[config.mk]
export PLATFORM = sky130hd
export DESIGN_NAME = mem_access_unit
export DESIGN_NICKNAME = d
export VERILOG_FILES = /design/src/rtl/mem_access_unit_pkg.sv /design/src/rtl/mem_access_unit_load_extract.sv /design/src/rtl/mem_access_unit.sv
export SDC_FILE = /design/constraint.sdc
export NUM_CORES = 1
export LEC_CHECK = 0
export ABC_AREA = 0
export BUFFER_PORTS_ARGS = -buffer_cell sky130_fd_sc_hd__buf_2
export CAP_MARGIN = 20
export CORE_MARGIN = 5
export CORE_UTILIZATION = 42
export DETAILED_ROUTE_END_ITERATION = 8
export HOLD_SLACK_MARGIN = 0.02
export PLACE_DENSITY = 0.83
export RECOVER_POWER = 100
export SLEW_MARGIN = 20
export SYNTH_ARGS = -nofsm -noshare
export SYNTH_HDL_FRONTEND = slang
export SYNTH_SLANG_ARGS = --single-unit
export TNS_END_PERCENT = 10
[constraint.sdc]
create_clock -name i_clock -period 5.05 [get_ports i_clock]
set_input_delay 0 -clock i_clock [delete_from_list [all_inputs] [get_ports i_clock]]
set_output_delay 0 -clock i_clock [all_outputs]
set_load 0.005 [all_outputs]
[src/rtl/mem_access_unit_pkg.sv]
// Shared definitions for the MIPS load/store front end: opcode encodings,
// lane geometry and the in-flight load metadata carried alongside the RAM read.
package mem_access_unit_pkg;

    localparam int NUM_LANES = 4;
    localparam int LANE_W    = 8;

    localparam logic [2:0] OP_BYTE  = 3'b000;
    localparam logic [2:0] OP_HALF  = 3'b001;
    localparam logic [2:0] OP_WORD  = 3'b011;
    localparam logic [2:0] OP_BYTEU = 3'b100;
    localparam logic [2:0] OP_HALFU = 3'b101;

    typedef struct packed {
        logic       valid;
        logic [2:0] op;
        logic [1:0] off;
    } load_meta_t;

    function automatic logic op_defined(input logic [2:0] op);
        return (op == OP_BYTE) || (op == OP_HALF) || (op == OP_WORD) ||
               (op == OP_BYTEU) || (op == OP_HALFU);
    endfunction

    // The low two opcode bits encode the access size for every defined op.
    function automatic logic is_half(input logic [2:0] op);
        return op[1:0] == 2'b01;
    endfunction

    function automatic logic is_word(input logic [2:0] op);
        return op[1:0] == 2'b11;
    endfunction

endpackage

[src/rtl/mem_access_unit_load_extract.sv]
// Combinational load-data extraction: picks the addressed byte/half out of a
// RAM word and sign- or zero-extends it according to the load opcode.
module load_extract
    import mem_access_unit_pkg::*;
(
    input  logic [2:0]                  i_op,
    input  logic [1:0]                  i_off,
    input  logic [NUM_LANES*LANE_W-1:0] i_word,
    output logic [NUM_LANES*LANE_W-1:0] o_data
);

    logic [LANE_W-1:0]   lane_byte;
    logic [2*LANE_W-1:0] lane_half;

    always_comb begin
        lane_byte = i_word[{i_off, 3'b000} +: LANE_W];
        lane_half = i_off[1] ? i_word[4*LANE_W-1:2*LANE_W] : i_word[2*LANE_W-1:0];
        case (i_op)
            OP_BYTE:  o_data = {{(3*LANE_W){lane_byte[LANE_W-1]}}, lane_byte};
            OP_BYTEU: o_data = {{(3*LANE_W){1'b0}}, lane_byte};
            OP_HALF:  o_data = {{(2*LANE_W){lane_half[2*LANE_W-1]}}, lane_half};
            OP_HALFU: o_data = {{(2*LANE_W){1'b0}}, lane_half};
            OP_WORD:  o_data = i_word;
            default:  o_data = '0;
        endcase
    end

endmodule

[src/rtl/mem_access_unit.sv]
// MIPS load/store front end for a byte-enabled data RAM: decodes requests into
// RAM controls, tracks loads through the read latency and registers the result.
module mem_access_unit
    import mem_access_unit_pkg::*;
#(
    parameter  int NB_DATA     = 32,
    parameter  int NB_ADDR     = 32,
    parameter  int RAM_DEPTH   = 2048,
    parameter  int RAM_LATENCY = 2,
    localparam int RAM_AW      = $clog2(RAM_DEPTH)
) (
    input  logic                 i_clock,
    input  logic                 i_reset,
    input  logic                 i_load,
    input  logic                 i_store,
    input  logic [2:0]           i_op,
    input  logic [NB_ADDR-1:0]   i_addr,
    input  logic [NB_DATA-1:0]   i_wdata,
    output logic [NB_DATA-1:0]   o_load_data,
    output logic                 o_load_valid,
    output logic                 o_exc,
    output logic [RAM_AW-1:0]    o_ram_addr,
    output logic [NB_DATA-1:0]   o_ram_data,
    output logic [NUM_LANES-1:0] o_ram_we,
    output logic                 o_ram_en,
    output logic                 o_ram_rea,
    output logic                 o_ram_rst,
    input  logic [NB_DATA-1:0]   i_ram_data
);

    logic [1:0]           off;
    logic                 req;
    logic                 illegal;
    logic                 misaligned;
    logic                 accept;
    logic [NUM_LANES-1:0] store_we;
    logic [NB_DATA-1:0]   ram_data;
    load_meta_t           meta_in;
    load_meta_t           meta_tail;
    load_meta_t           meta_d [RAM_LATENCY];
    load_meta_t           meta_q [RAM_LATENCY];
    logic [NB_DATA-1:0]   ext_data;
    logic                 exc_d;
    logic                 exc_q;
    logic                 load_valid_d;
    logic                 load_valid_q;
    logic [NB_DATA-1:0]   load_data_d;
    logic [NB_DATA-1:0]   load_data_q;
    logic                 unused_addr_hi;

    // Faulting requests never reach the RAM; the exception strobe follows a cycle later.
    always_comb begin
        off        = i_addr[1:0];
        req        = i_load | i_store;
        illegal    = (i_load & i_store) | (req & ~op_defined(i_op));
        misaligned = req & ((is_half(i_op) & off[0]) | (is_word(i_op) & (off != 2'b00)));
        accept     = i_reset & req & ~illegal & ~misaligned;
        exc_d      = i_reset & (illegal | misaligned);

        if (is_word(i_op)) begin
            ram_data = i_wdata;
            store_we = 4'b1111;
        end else if (is_half(i_op)) begin
            ram_data = {2{i_wdata[2*LANE_W-1:0]}};
            store_we = off[1] ? 4'b1100 : 4'b0011;
        end else begin
            ram_data = {NUM_LANES{i_wdata[LANE_W-1:0]}};
            store_we = 4'b0001 << off;
        end

        meta_in.valid = accept & i_load;
        meta_in.op    = i_op;
        meta_in.off   = off;
    end

    assign o_ram_addr     = i_addr[RAM_AW+1:2];
    assign o_ram_data     = ram_data;
    assign o_ram_we       = (accept & i_store) ? store_we : '0;
    assign o_ram_en       = accept;
    assign o_ram_rea      = 1'b1;
    assign o_ram_rst      = ~i_reset;
    assign unused_addr_hi = ^{i_addr[NB_ADDR-1:RAM_AW+2]};

    // Load metadata walks alongside the RAM read so it reaches the tail with the data.
    always_comb begin
        meta_d[0] = meta_in;
        for (int i = 1; i < RAM_LATENCY; i++) begin
            meta_d[i] = meta_q[i-1];
        end
    end

    assign meta_tail = meta_q[RAM_LATENCY-1];

    load_extract u_load_extract (
        .i_op   (meta_tail.op),
        .i_off  (meta_tail.off),
        .i_word (i_ram_data),
        .o_data (ext_data)
    );

    always_comb begin
        load_valid_d = meta_tail.valid;
        load_data_d  = meta_tail.valid ? ext_data : load_data_q;
    end

    always_ff @(posedge i_clock) begin
        if (!i_reset) begin
            for (int i = 0; i < RAM_LATENCY; i++) begin
                meta_q[i] <= '0;
            end
            exc_q        <= 1'b0;
            load_valid_q <= 1'b0;
            load_data_q  <= '0;
        end else begin
            meta_q       <= meta_d;
            exc_q        <= exc_d;
            load_valid_q <= load_valid_d;
            load_data_q  <= load_data_d;
        end
    end

    assign o_exc        = exc_q;
    assign o_load_valid = load_valid_q;
    assign o_load_data  = load_data_q;

endmodule
==> summary.md, run 1 <==
TritonCTS built the clock tree. For the pin with the worst max-slew slack, the measured transition is 1.186 ns. The total length of routed wires is 8969 µm, and the placed wire-length estimate after detailed placement is 6551 µm. The synthesized-area fraction occupied by and/or/nand/nor cells was 0.1620. No sink is reached through more buffers than the 2 on the longest clock path. The compound-gate portion of the synthesized area was 0.2228; the number of storage elements in the synthesis netlist was 46. The total chip power is 772.8 µW. Row generation in the floorplan step produced 28 rows. The run gives 0.002572 mm² as the synthesized cell area.

Data arrives at the worst endpoint at 2.56 ns. The first global-routing pass estimated 13,170 µm of wire. The initial antenna violation count came out at 0. By area, the combinational part of the netlist is dominated by compound AO/OA/AOI/OAI gates. The aggregate negative setup slack is 0 ns, and the starting density of the core is 0.4319. The clock drives 46 sinks. The remaining antenna violation count after routing is 0, and the layout-stage area growth over the synthesis result is 33.90%. After synthesis, the cell types taking the most area are sky130_fd_sc_hd__dfxtp_1 (36%), sky130_fd_sc_hd__mux2_2 (11%), sky130_fd_sc_hd__nand2_1 (6.7%), sky130_fd_sc_hd__buf_4 (6.1%), sky130_fd_sc_hd__a222oi_1 (5.8%). Routed via count: 2,872. The tools report the endpoint kind of the worst setup timing path as a flip-flop. The post-layout net count was 541.

The congestion estimate from routability-driven global placement came to 0.8946. Average routed wire per standard cell: 17.45 µm. The first detailed-routing pass ran for 5 iterations. The tools report the clock root buffer as sky130_fd_sc_hd__clkbuf_8. Buffers inserted during clock tree synthesis total 5.

Gates resized during post-CTS repair numbered 0. For the final core area utilization, the log shows 0.5784. Static timing analysis puts the maximum clock frequency at 423.7 MHz. The die covers 0.007790 mm².

The proportion of synthesized chip area in sequential cells came out at 0.3580. The area taken by flip-flops and latches is 920.9 µm², and the XOR/XNOR share of the synthesized area is 0.003405. The worst-case IR drop observed on VDD is 0.1621 mV.

Synthesis handed over a netlist of 296 instances. The worst-case headroom to the max-slew limit is 0.2094. The hold violation count in the final report is 0, and the mean number of vias per cell is 5.588. The clock-pin slew on the worst setup and hold paths came out at 0.09 ns.

The clock tree synthesis step divided the H-tree into 2 levels. In this run the vertical extent of the chip is 88.26 µm. The run gives 399 as the total nets after synthesis.

In this run the tool buffered the top-level ports with 144 buffer cells. The layout filler cell count was 552. Global routing finished with a remaining overflow of 0. The number of global-route vias before repair is 2,765.

The average footprint of a synthesized cell was 8.691 µm²; the die width was 88.26 µm. Setup violations remaining at the end of the flow were counted as 0. Of all nets on the critical path, the largest fanout is 15. Summed over all cells, the static leakage comes to 0.001504 µW.

The run gives 0.001405 mm² as the total area of multi-input combinational cells. Violation count after the first detailed-route iteration: 299. The worst setup path is of the flip-flop to flip-flop kind. STA classifies the critical path startpoint as a flip-flop. The run gives 0.003445 mm² as the cell area after layout. The adder-cell share of the synthesized area was 0; the standard cell core area was 0.005956 mm². In this run the power density over the cells is 224.4 mW/mm². For the worst setup path, the data required time is 5.25 ns. The path class of the tightest hold or removal check is primary input to flip-flop. For the finished layout, the period the worst path requires is 2.360 ns.

The number of different library cells in the post-synthesis netlist was 38; the insertion delay to the later sink of the worst-skew pair was 0.30 ns. For the final max-slew violation count, the log shows 0. The biggest area contributor in the post-synthesis netlist is sky130_fd_sc_hd__dfxtp_1. The aggregate global-route resource usage was 0.2173; the setup skew after layout was 0.01094 ns. 0 antenna diodes ended up in the layout. The flow ran to the end, and the final reports show no timing, DRC or antenna violations.

Across the run, the number of max-cap violations was 0. The post-route clock period utilization came out at 0.4673. For this run, design rule violations remaining after detail routing come to 0. The top cell type's share of synthesized area came out at 0.3580. Setup repair after global routing left no endpoint under its margin. Entering global routing, the biggest net connects 31 pins. Once placement completed, the tool counted placed cells totaling 481. The count of non-filler cells in the finished layout is 514. For the count of yosys warnings during synthesis, the log shows 0. The cell area after placement came out at 0.003182 mm². The fraction of final layout cells sized beyond drive strength 1 works out to 0.2779.

The boundary pin count is 187. The post-synthesis mux area share was 0.1566.
-- sequential cells by signal, summed over array words and instances (netlist names) --
name / flops
o_load_valid: 1
o_load_data: 32
o_exc: 1
load_valid_d: 1
meta_q: 5
meta_d: 6
-- layout by cell type, fill, tap and decap left out, types with 2 or more instances in the layout --
cell                            instances
sky130_fd_sc_hd__nand2_1               46
sky130_fd_sc_hd__and2_1                11
sky130_fd_sc_hd__nor2_1                17
sky130_fd_sc_hd__a21oi_1               20
sky130_fd_sc_hd__and2_0                 2
sky130_fd_sc_hd__or3b_2                 2
sky130_fd_sc_hd__mux2i_1                8
sky130_fd_sc_hd__a222oi_1              15
sky130_fd_sc_hd__dfxtp_1               46
sky130_fd_sc_hd__dlygate4sd3_1         25
sky130_fd_sc_hd__clkbuf_8               5
sky130_fd_sc_hd__nor3b_1                2
sky130_fd_sc_hd__buf_4                  2
sky130_fd_sc_hd__o21ai_0               19
sky130_fd_sc_hd__buf_2                 87
sky130_fd_sc_hd__nor2b_1                4
sky130_fd_sc_hd__o21bai_1               2
sky130_fd_sc_hd__nand2b_1               2
sky130_fd_sc_hd__mux2_2                22
sky130_fd_sc_hd__a22o_1                16
sky130_fd_sc_hd__a22oi_1                2
sky130_fd_sc_hd__mux2_1                 3
sky130_fd_sc_hd__clkbuf_1              57
sky130_fd_sc_hd__inv_1                  4
-- synth_stat cells --
cell type                  instances
sky130_fd_sc_hd__mux2i_1           8
sky130_fd_sc_hd__or3b_2            2
sky130_fd_sc_hd__buf_6             1
sky130_fd_sc_hd__and3b_1           1
sky130_fd_sc_hd__o21bai_1          2
sky130_fd_sc_hd__buf_4            21
sky130_fd_sc_hd__nor3_1            1
sky130_fd_sc_hd__mux2_2           25
sky130_fd_sc_hd__a221oi_1          1
sky130_fd_sc_hd__a22o_1           16
sky130_fd_sc_hd__nand2b_1          2
sky130_fd_sc_hd__o21ai_0          19
sky130_fd_sc_hd__a31oi_1           1
sky130_fd_sc_hd__buf_1             4
sky130_fd_sc_hd__inv_1             4
sky130_fd_sc_hd__mux2_4            1
sky130_fd_sc_hd__mux4_1            1
sky130_fd_sc_hd__a222oi_1         15
sky130_fd_sc_hd__buf_2             2
sky130_fd_sc_hd__o21a_1            1
sky130_fd_sc_hd__a32o_1            1
sky130_fd_sc_hd__nor3b_1           2
sky130_fd_sc_hd__nor2_1           17
sky130_fd_sc_hd__a32oi_1           1
sky130_fd_sc_hd__and2_1           13
sky130_fd_sc_hd__conb_1            1
sky130_fd_sc_hd__nand2_1          46
sky130_fd_sc_hd__o32ai_1           1
sky130_fd_sc_hd__clkinv_1          1
sky130_fd_sc_hd__a22oi_1           2
sky130_fd_sc_hd__and3_1            1
sky130_fd_sc_hd__clkbuf_1          9
sky130_fd_sc_hd__a21oi_1          20
sky130_fd_sc_hd__a211oi_1          1
sky130_fd_sc_hd__xnor2_1           1
sky130_fd_sc_hd__dfxtp_1          46
sky130_fd_sc_hd__nand4b_1          1
sky130_fd_sc_hd__nor2b_1           4
-- cell families after synthesis --
kind of cell	after synthesis
AO/OA/AOI/OAI	81
multiplexers	35
buffers and inverters	42
XOR/XNOR	1
AND/OR/NAND/NOR	90
flip-flops	46
other	1
-- cell type report --
cell class	instances	share of cell area
clock buffer	6	0.02107
clock inverter	2	0.003996
inverter	5	0.005449
timing repair buffer	172	0.2670
tap	75	0.02724
multi-input combinational	208	0.4079
sequential	46	0.2673
-- layer usage --
metal	vias up	share of wire	GRT usage
met2	193	0.49	0.3956
li1	1339	-	-
met1	1313	0.35	0.2302
met3	27	0.12	0.05680
met4	0	0.044	0.1085
met5	-	0	0
-- power by group --
part           total [µW]  internal (µW)  leakage, µW  switching, µW
clock                 226           97.9    0.0000452            128
sequential            377            370     0.000373           7.08
combinational         170           83.4      0.00109           86.8
total                 773            551      0.00150            222
-- through the flow --
stage,hold WS [ns],setup slack (ns)
CTS,0.02037,2.953
floorplan,0.05578,3.231
global route,0.04203,2.551
detailed placement,0.00004528,2.969
finish,0.02417,2.690
global placement,0.00004528,3.036
-- worst paths after layout --
kind	startpoint	end	slack, ns	depth (start not counted)
setup / recovery	meta_q[1]	o_load_data[24]	2.69	5
hold reg to reg	meta_d[5]	load_valid_d	0.44	1
hold / removal	i_ram_data[16]	o_load_data[0]	0.02	3
setup reg to reg	meta_q[1]	o_load_data[24]	2.69	5
-- worst max-delay path, cell delays in order (launching register included) --
cell and delay (ns):
sky130_fd_sc_hd__dfxtp_1 0.70, sky130_fd_sc_hd__mux2_1 0.42, sky130_fd_sc_hd__a222oi_1 0.26, sky130_fd_sc_hd__clkbuf_1 0.54, sky130_fd_sc_hd__nand2_1 0.13, sky130_fd_sc_hd__a22o_1 0.21
-- what timing repair did --
item / 4_1_cts / 5_1_grt
hold buffers: 25 / 0
endpoints found under the hold margin: 24 / 0
setup buffers: 0 / 0
Note: power is estimated with default switching activity, not from simulation.
==> inputs of run 2 (changes only) <==
--- a/config.mk
+++ b/config.mk
@@ -9,10 +9,10 @@
 export BUFFER_PORTS_ARGS = -buffer_cell sky130_fd_sc_hd__buf_2
 export CAP_MARGIN = 20
 export CORE_MARGIN = 5
-export CORE_UTILIZATION = 42
+export CORE_UTILIZATION = 41
 export DETAILED_ROUTE_END_ITERATION = 8
 export HOLD_SLACK_MARGIN = 0.02
-export PLACE_DENSITY = 0.83
+export PLACE_DENSITY = 0.81
 export RECOVER_POWER = 100
 export SLEW_MARGIN = 20
 export SYNTH_ARGS = -nofsm -noshare
==> constraint.sdc (replaced) <==
create_clock -name i_clock -period 2.21 [get_ports i_clock]
set_input_delay 0 -clock i_clock [delete_from_list [all_inputs] [get_ports i_clock]]
set_output_delay 0 -clock i_clock [all_outputs]
set_load 0.005 [all_outputs]
==> summary.md, run 2 (synthesis gave the netlist of run 1 again) <==
The number of global-route vias before repair came out at 2,707 (was 2,765). The worst setup slack after placement is 0.4593 ns (was 2.969 ns), and the violation count after the first detailed-route iteration is 244 (was 299). The run gives 8404 µm (was 8969 µm) as the total length of routed wires.

The post-route clock period utilization is 0.9123, and the maximum clock rate is 496.0 MHz. The aggregate global-route resource usage is 0.2065 (was 0.2173). The clock root buffer was sky130_fd_sc_hd__clkbuf_8 (unchanged). The layout-stage area growth over the synthesis result was 34.53% (was 33.90%).

The classification of the worst setup path was primary input to flip-flop (was flip-flop to flip-flop). The count of input and output buffers was 144 (unchanged); the fraction of final layout cells sized beyond drive strength 1 was 0.2993 (was 0.2779). Area enclosed by the die boundary: 0.007958 mm² (was 0.007790 mm²).

The power per standard cell area was 507.8 mW/mm² (was 224.4 mW/mm²); the placer congestion estimate was 0.9058 (was 0.8946). The transition time at the pin with the least slew margin was 1.148 ns (was 1.186 ns). The aggregate negative setup slack was 0 ns (unchanged); the routed via count was 2,859 (was 2,872). The vertical die dimension is 89.21 µm (was 88.26 µm), and the count of cells resized by post-cts repair is 0 (unchanged). Layout filler cell count: 570 (was 552).

The tools report the total of endpoints with negative setup slack in the final report as 0 (unchanged). For the total CTS buffers, the log shows 5 (unchanged). The detailed-routing iteration count for the pre-antenna-repair pass is 5 (unchanged), and the number of rows created at floorplan is 28 (unchanged). The mean number of vias per cell was 5.541 (was 5.588); the cell area after placement was 0.003212 mm² (was 0.003182 mm²).

The initial antenna violation count is 0 (unchanged). The final critical-path setup slack is 0.1938 ns (was 2.690 ns), and the placed wire-length estimate after detailed placement is 6247 µm (was 6551 µm). For the total area of multi-input combinational cells, the log shows 0.001405 mm² (unchanged). The final max-slew violation count came out at 0 (unchanged). The post-layout net count was 543 (was 541); the static leakage power was 0.001523 µW (was 0.001504 µW).

The tools report the count of placed standard cells including taps as 485 (was 481). The leading cell type in the layout, fill and taps excluded is sky130_fd_sc_hd__buf_2 (unchanged). For the standard cell core area, the log shows 0.006026 mm² (was 0.005956 mm²).

The area taken by flip-flops and latches came out at 920.9 µm² (unchanged). The type of the tightest min-delay check was primary input to flip-flop (unchanged). The critical path data required time is 2.45 ns (was 5.25 ns), and the clock sink count is 46 (unchanged).

Count of non-filler cells in the finished layout: 516 (was 514). The pin count of the biggest net entering global routing was 30 (was 31); the time the worst path needs with I/O delays and setup was 2.016 ns. Top library cells by usage in the layout, fill and taps aside: sky130_fd_sc_hd__buf_2 (89), sky130_fd_sc_hd__clkbuf_1 (55), sky130_fd_sc_hd__nand2_1 (46), sky130_fd_sc_hd__dfxtp_1 (46), sky130_fd_sc_hd__mux2_2 (25) (was sky130_fd_sc_hd__buf_2 (87), sky130_fd_sc_hd__clkbuf_1 (57), sky130_fd_sc_hd__nand2_1 (46), sky130_fd_sc_hd__dfxtp_1 (46), sky130_fd_sc_hd__dlygate4sd3_1 (25)). TritonCTS built the clock tree. The average routed wire per standard cell was 16.29 µm (was 17.45 µm); the H-tree level count was 2 (unchanged). Setup repair after global routing left no endpoint under its margin. The cts-stage hold buffer count was 23 (was 25); the largest fanout on the critical path was 5 (was 15). Setup skew after layout: 0.007607 ns (was 0.01094 ns). Die width: 89.21 µm (was 88.26 µm).

The flow ran to the end, and the final reports show no timing, DRC or antenna violations. The number of setup buffers added after CTS was 0 (unchanged). The boundary pin count was 187 (unchanged). The tools report the endpoint kind of the worst setup timing path as a flip-flop (unchanged).

The final global-route overflow total is 0 (unchanged), and the max-cap check violation count is 0 (unchanged). The run gives 0.3371 mV (was 0.1621 mV) as the maximum vdd drop. The insertion delay to the later sink of the worst-skew pair was 0.30 ns (about the same). The hold violation count in the final report was 0 (unchanged). The tools report the worst-case headroom to the max-slew limit as 0.2348 (was 0.2094). The starting density of the core was 0.4269 (was 0.4319); the cell area after layout was 0.003461 mm² (was 0.003445 mm²). The tools report the data arrival at the endpoint of the critical path as 2.26 ns (was 2.56 ns).

The number of diodes added for antenna fixing was 0 (unchanged); the number of flip-flops under the largest register name was 32 (unchanged). The logs give 2 (unchanged) for the largest buffer count on any clock path and 12,970 µm (was 13,170 µm) for the first-pass GRT wire length. For the remaining antenna violation count after routing, the log shows 0 (unchanged).

The tools report the startpoint type of the worst setup path as a primary input (was a flip-flop). Clock-pin slew on the worst setup and hold paths: 0.08 ns (was 0.09 ns). The tools report the remaining routing DRC violations as 0 (unchanged).
## run 2: stage by stage
step | total power [µW] | util | hold slack (ns)
final | 1757 | 0.5743 | 0.02337
after global routing | 1848 | 0.5743 | 0.03457
after CTS | 1776 | 0.5864 | 0.02326
after detailed placement | 1232 | 0.5330 | 0.00003806
after global placement | 1223 | 0.5330 | 0.00003806
after floorplan | 1088 | - | 0.05578
## run 2: final timing paths
kind             startpoint         endpoint  slack [ns]  cells past startpoint
max               i_addr[1]        meta_d[5]        0.19                      7
min          i_ram_data[16]   o_load_data[0]        0.02                      3
max reg2reg       meta_q[0]  o_load_data[20]        0.38                      5
min reg2reg       meta_d[0]        meta_q[0]        0.44                      1
## run 2: cell type report
class                      instances  area share
clock inverter                     1    0.001446
multi-input combinational        208      0.4060
inverter                           5    0.005423
clock buffer                       7     0.02495
tap                               75     0.02711
timing repair buffer             174      0.2690
sequential                        46      0.2661
## run 2: metal layers
layer | routed length, µm | up-vias | GRT usage
met2 | 4136 | 185 | 0.3557
met1 | 3166 | 1288 | 0.2372
met5 | 0 | - | 0
met3 | 787 | 39 | 0.05991
li1 | - | 1347 | -
met4 | 314 | 0 | 0.08931
## run 2: power breakdown
part / leakage, µW / switching [µW] / internal, µW
clock network: 0.0000482 / 263 / 252
logic: 0.00110 / 191 / 194
registers: 0.000373 / 13.4 / 844
total: 0.00152 / 467 / 1290
## run 2: worst max-delay path, cell delays in order
cell and delay, ns:
sky130_fd_sc_hd__dlygate4sd3_1 0.55, sky130_fd_sc_hd__buf_2 0.15, sky130_fd_sc_hd__or3b_2 0.45, sky130_fd_sc_hd__a22oi_1 0.23, sky130_fd_sc_hd__nand2_1 0.12, sky130_fd_sc_hd__nor3b_1 0.19, sky130_fd_sc_hd__dlygate4sd3_1 0.56
==> inputs of run 3 (changes only) <==
--- a/config.mk
+++ b/config.mk
@@ -5,14 +5,14 @@
 export SDC_FILE = /design/constraint.sdc
 export NUM_CORES = 1
 export LEC_CHECK = 0
-export ABC_AREA = 0
+export ABC_AREA = 1
 export BUFFER_PORTS_ARGS = -buffer_cell sky130_fd_sc_hd__buf_2
 export CAP_MARGIN = 20
 export CORE_MARGIN = 5
-export CORE_UTILIZATION = 41
+export CORE_UTILIZATION = 42
 export DETAILED_ROUTE_END_ITERATION = 8
 export HOLD_SLACK_MARGIN = 0.02
-export PLACE_DENSITY = 0.81
+export PLACE_DENSITY = 0.8
 export RECOVER_POWER = 100
 export SLEW_MARGIN = 20
 export SYNTH_ARGS = -nofsm -noshare
==> summary.md, run 3 <==
The relative contribution of combinational cells to total power is 0.217 (was 0.219), and the detailed-routing iteration count for the pre-antenna-repair pass is 5 (unchanged). The top cell type's share of synthesized area works out to 0.3222 (was 0.3580). The logs give 0.008553 mm² (was 0.007958 mm²) for the area enclosed by the die boundary and 0.9166 (was 0.9058) for the placer congestion estimate. The layout filler cell count is 678 (was 570). The time the worst path needs with I/O delays and setup is 1.927 ns (was 2.016 ns).

Setup repair after global routing left no endpoint under its margin. The count of placed standard cells including taps is 648 (was 485). The tools report the first-pass GRT wire length as 14,630 µm (was 12,970 µm). The boundary pin count came out at 187 (unchanged). The total chip power was 1889 µW (was 1757 µW); the switching power was 531.4 µW (was 467.3 µW). For the number of global-route vias before repair, the log shows 3,181 (was 2,707). The starting density of the core is 0.4253 (was 0.4269), and the sequential share of power is 0.456 (was 0.488). For the static leakage power, the log shows 0.001813 µW (was 0.001523 µW). The tools report the hold violation count in the final report as 0 (unchanged). The count of non-filler cells in the finished layout was 675 (was 516); the number of flip-flops under the largest register name was 32 (unchanged). The logs give 0.003403 mm² (was 0.003212 mm²) for the cell area after placement and 0 (unchanged) for the total of endpoints with negative setup slack in the final report. The endpoint kind of the worst setup timing path was an output port (was a flip-flop).

The tools report the total CTS buffers as 5 (unchanged). The run gives 34 (was 0) as the final max-slew violation count. The H-tree level count is 2 (unchanged), and the count of flip-flops with a built-in enable after synthesis is 0 (unchanged).

The cell area after layout is 0.003612 mm² (was 0.003461 mm²). The fraction of final layout cells sized beyond drive strength 1 came out at 0.1953 (was 0.2993). Top flip-flop cell by instance count after synthesis: sky130_fd_sc_hd__dfxtp_1 (unchanged). The final global-route overflow total is 0 (unchanged). The type of the tightest min-delay check is primary input to flip-flop (unchanged).

The most common cell in the synthesized netlist is sky130_fd_sc_hd__nand2_1. The startpoint type of the worst setup path was a primary input (unchanged). The number of rows created at floorplan is 30 (was 28). The count of input and output buffers is 144 (unchanged), and the remaining antenna violation count after routing is 0 (unchanged). Die width: 92.49 µm (was 89.21 µm). The setup skew after layout came out at 0.008879 ns (was 0.007607 ns).

The insertion delay to the later sink of the worst-skew pair is 0.31 ns (was 0.30 ns), and the transition time at the pin with the least slew margin is 1.529 ns (was 1.148 ns). Largest fanout on the critical path: 17 (was 5). The flow ran to the end, but the final reports show violations.

The total length of routed wires is 9061 µm (was 8404 µm), and the aggregate global-route resource usage is 0.2086 (was 0.2065). The run gives 0 (unchanged) as the remaining routing DRC violations. Maximum vdd drop: 0.3665 mV (was 0.3371 mV).

The library cell occupying the most area in the post-synthesis netlist is sky130_fd_sc_hd__dfxtp_1 (unchanged). Clock root buffer: sky130_fd_sc_hd__clkbuf_8 (unchanged). The number of storage elements in the synthesis netlist came out at 46 (unchanged).

The post-layout net count was 696 (was 543). The average routed wire per standard cell came out at 13.42 µm (was 16.29 µm). Ranking of synthesized cells by instance count: sky130_fd_sc_hd__nand2_1 (223), sky130_fd_sc_hd__dfxtp_1 (46), sky130_fd_sc_hd__a21oi_1 (36) (was sky130_fd_sc_hd__dfxtp_1 (46), sky130_fd_sc_hd__nand2_1 (46), sky130_fd_sc_hd__mux2_2 (25)).

The logs give 34 (was 30) for the pin count of the biggest net entering global routing and 0.326 (was 0.293) for the clock power share. The maximum clock rate is 519.1 MHz (was 496.0 MHz). The aggregate negative setup slack is 0 ns (unchanged), and the number of setup buffers added after CTS is 0 (unchanged). The layout-stage area growth over the synthesis result was 26.40% (was 34.53%); the worst-case headroom to the max-slew limit was -0.01923 (was 0.2348). The tools report the clock sink count as 46 (unchanged).

Violation count after the first detailed-route iteration: 319 (was 244). For the routed via count, the log shows 3,403 (was 2,859). For the total nets after synthesis, the log shows 569 (was 399).

The logs give 2 (unchanged) for the largest buffer count on any clock path and 0.002858 mm² (was 0.002572 mm²) for the synthesized cell area. The total internal power was 1357 µW (was 1290 µW). The data arrival at the endpoint of the critical path is 1.93 ns (was 2.26 ns), and the switching power share of the total is 0.2813 (was 0.2659). The clock-pin slew on the worst setup and hold paths is 0.08 ns (about the same), and the number of different library cells in the post-synthesis netlist is 23 (was 38).

The async set-or-reset flop fraction in the synthesized netlist came out at 0 (unchanged). The leading cell type in the layout, fill and taps excluded was sky130_fd_sc_hd__nand2_1 (was sky130_fd_sc_hd__buf_2). Power per standard cell area: 522.9 mW/mm² (was 507.8 mW/mm²).

The average footprint of a synthesized cell was 6.132 µm² (was 8.691 µm²). The mean number of vias per cell was 5.041 (was 5.541); the proportion of synthesized chip area in sequential cells was 0.3222 (was 0.3580). Top library cells by usage in the layout, fill and taps aside: sky130_fd_sc_hd__nand2_1 (223), sky130_fd_sc_hd__buf_2 (89), sky130_fd_sc_hd__clkbuf_1 (58), sky130_fd_sc_hd__dfxtp_1 (46), sky130_fd_sc_hd__a21oi_1 (38) (was sky130_fd_sc_hd__buf_2 (89), sky130_fd_sc_hd__clkbuf_1 (55), sky130_fd_sc_hd__nand2_1 (46), sky130_fd_sc_hd__dfxtp_1 (46), sky130_fd_sc_hd__mux2_2 (25)).

Top area cells in the synthesized netlist: sky130_fd_sc_hd__dfxtp_1 (32%), sky130_fd_sc_hd__nand2_1 (29%), sky130_fd_sc_hd__a21oi_1 (6.3%), sky130_fd_sc_hd__nand3_1 (6.1%), sky130_fd_sc_hd__buf_4 (5.3%) (was sky130_fd_sc_hd__dfxtp_1 (36%), sky130_fd_sc_hd__mux2_2 (11%), sky130_fd_sc_hd__nand2_1 (6.7%), sky130_fd_sc_hd__buf_4 (6.1%), sky130_fd_sc_hd__a222oi_1 (5.8%)). TritonCTS built the clock tree. The standard cell core area is 0.006719 mm² (was 0.006026 mm²). The final reports fail on max-capacitance violations, max-slew violations.

Classification of the worst setup path: primary input to output port (was primary input to flip-flop). The run gives 0 (unchanged) as the count of yosys warnings during synthesis. The placed wire-length estimate after detailed placement came out at 6540 µm (was 6247 µm). The post-route clock period utilization came out at 0.8717 (was 0.9123). The initial antenna violation count was 0 (unchanged). The logs give 1 (was 0) for the max-cap check violation count and 2.21 ns (was 2.45 ns) for the critical path data required time. The vertical die dimension works out to 92.49 µm (was 89.21 µm).

For the number of standard cells after synthesis, the log shows 466 (was 296).
run 3: cell count changes in the layout (fill, tap and decap cells not counted), sizes merged, moves of 8 or more:
cell | previous run | this run
mux2i | 8 | 0
a22o | 16 | 0
nand3 | 0 | 44
and2 | 13 | 0
nand2 | 46 | 223
o211ai | 0 | 8
a222oi | 15 | 0
a21oi | 20 | 40
mux2 | 26 | 0
inv | 4 | 37
o21ai | 19 | 8
run 3: area by class of cell:
cell class,count,area (µm²),area share
Timing Repair Buffer,165,848.3,0.2348
Clock buffer,7,76.32,0.02113
Multi-Input combinational cell,338,1493,0.4132
Inverter,37,141.4,0.03914
Clock inverter,1,30.03,0.008313
Antenna cell,1,2.502,0.0006928
Tap cell,80,100.1,0.02771
Sequential cell,46,920.9,0.2549
run 3: logic make-up (layout without fill, tap and decap cells):
kind of cell,count (synthesis),in the layout,synth area share
simple gates,280,280,0.4098
other cells,1,2,0.001312
compound gates,57,57,0.1130
flops,46,46,0.3222
buf+inv,82,210,0.1537
run 3: per-layer routing:
| metal | GRT usage | part of all wire | vias up |
|---|---|---|---|
| met2 | 0.3559 | 0.47 | 198 |
| met3 | 0.06011 | 0.11 | 27 |
| met1 | 0.2486 | 0.39 | 1486 |
| met5 | 0 | 0 | - |
| met4 | 0.07426 | 0.030 | 0 |
| li1 | - | - | 1692 |
run 3: final timing paths:
| kind | from | to | slack [ns] | cells past startpoint |
|---|---|---|---|---|
| min | i_reset | meta_d[4] | 0.04 | 3 |
| max reg2reg | load_valid_d | o_load_data[24] | 0.35 | 3 |
| max | i_op[0] | o_ram_we[0] | 0.28 | 9 |
| min reg2reg | meta_d[4] | meta_q[4] | 0.41 | 2 |
run 3: stage by stage:
step | worst slack, ns | util | hold slack [ns]
after floorplan | 0.9990 | - | 0.08082
after global placement | 0.5593 | 0.5065 | 0.00003458
after detailed placement | 0.5362 | 0.5065 | 0.00003458
after CTS | 0.2016 | 0.5492 | 0.03486
after global routing | 0.08293 | 0.5372 | 0.04388
final | 0.2835 | 0.5376 | 0.03795
run 3: power groups by stage:
| stage | logic [µW] | registers [µW] | clock network, µW |
|---|---|---|---|
| after floorplan | 249 | 880 | 0 |
| after global placement | 384 | 880 | 0 |
| after detailed placement | 389 | 881 | 0 |
| after CTS | 419 | 862 | 626 |
| after global routing | 461 | 865 | 676 |
| final | 410 | 862 | 616 |
run 3: timing repair:
item                                    CTS  global route
endpoints found under the setup margin    0             4
endpoints found under the hold margin    18             0
hold buffers                             18             0
gates resized for setup                   0             1
run 3: critical path: stages:
cell and delay, ns:
sky130_fd_sc_hd__dlygate4sd3_1 0.54, sky130_fd_sc_hd__clkbuf_1 0.15, sky130_fd_sc_hd__inv_2 0.22, sky130_fd_sc_hd__or2_4 0.25, sky130_fd_sc_hd__nor2_1 0.05, sky130_fd_sc_hd__a21oi_1 0.22
sky130_fd_sc_hd__nand4_1 0.21, sky130_fd_sc_hd__nor2_1 0.15, sky130_fd_sc_hd__clkbuf_1 0.14
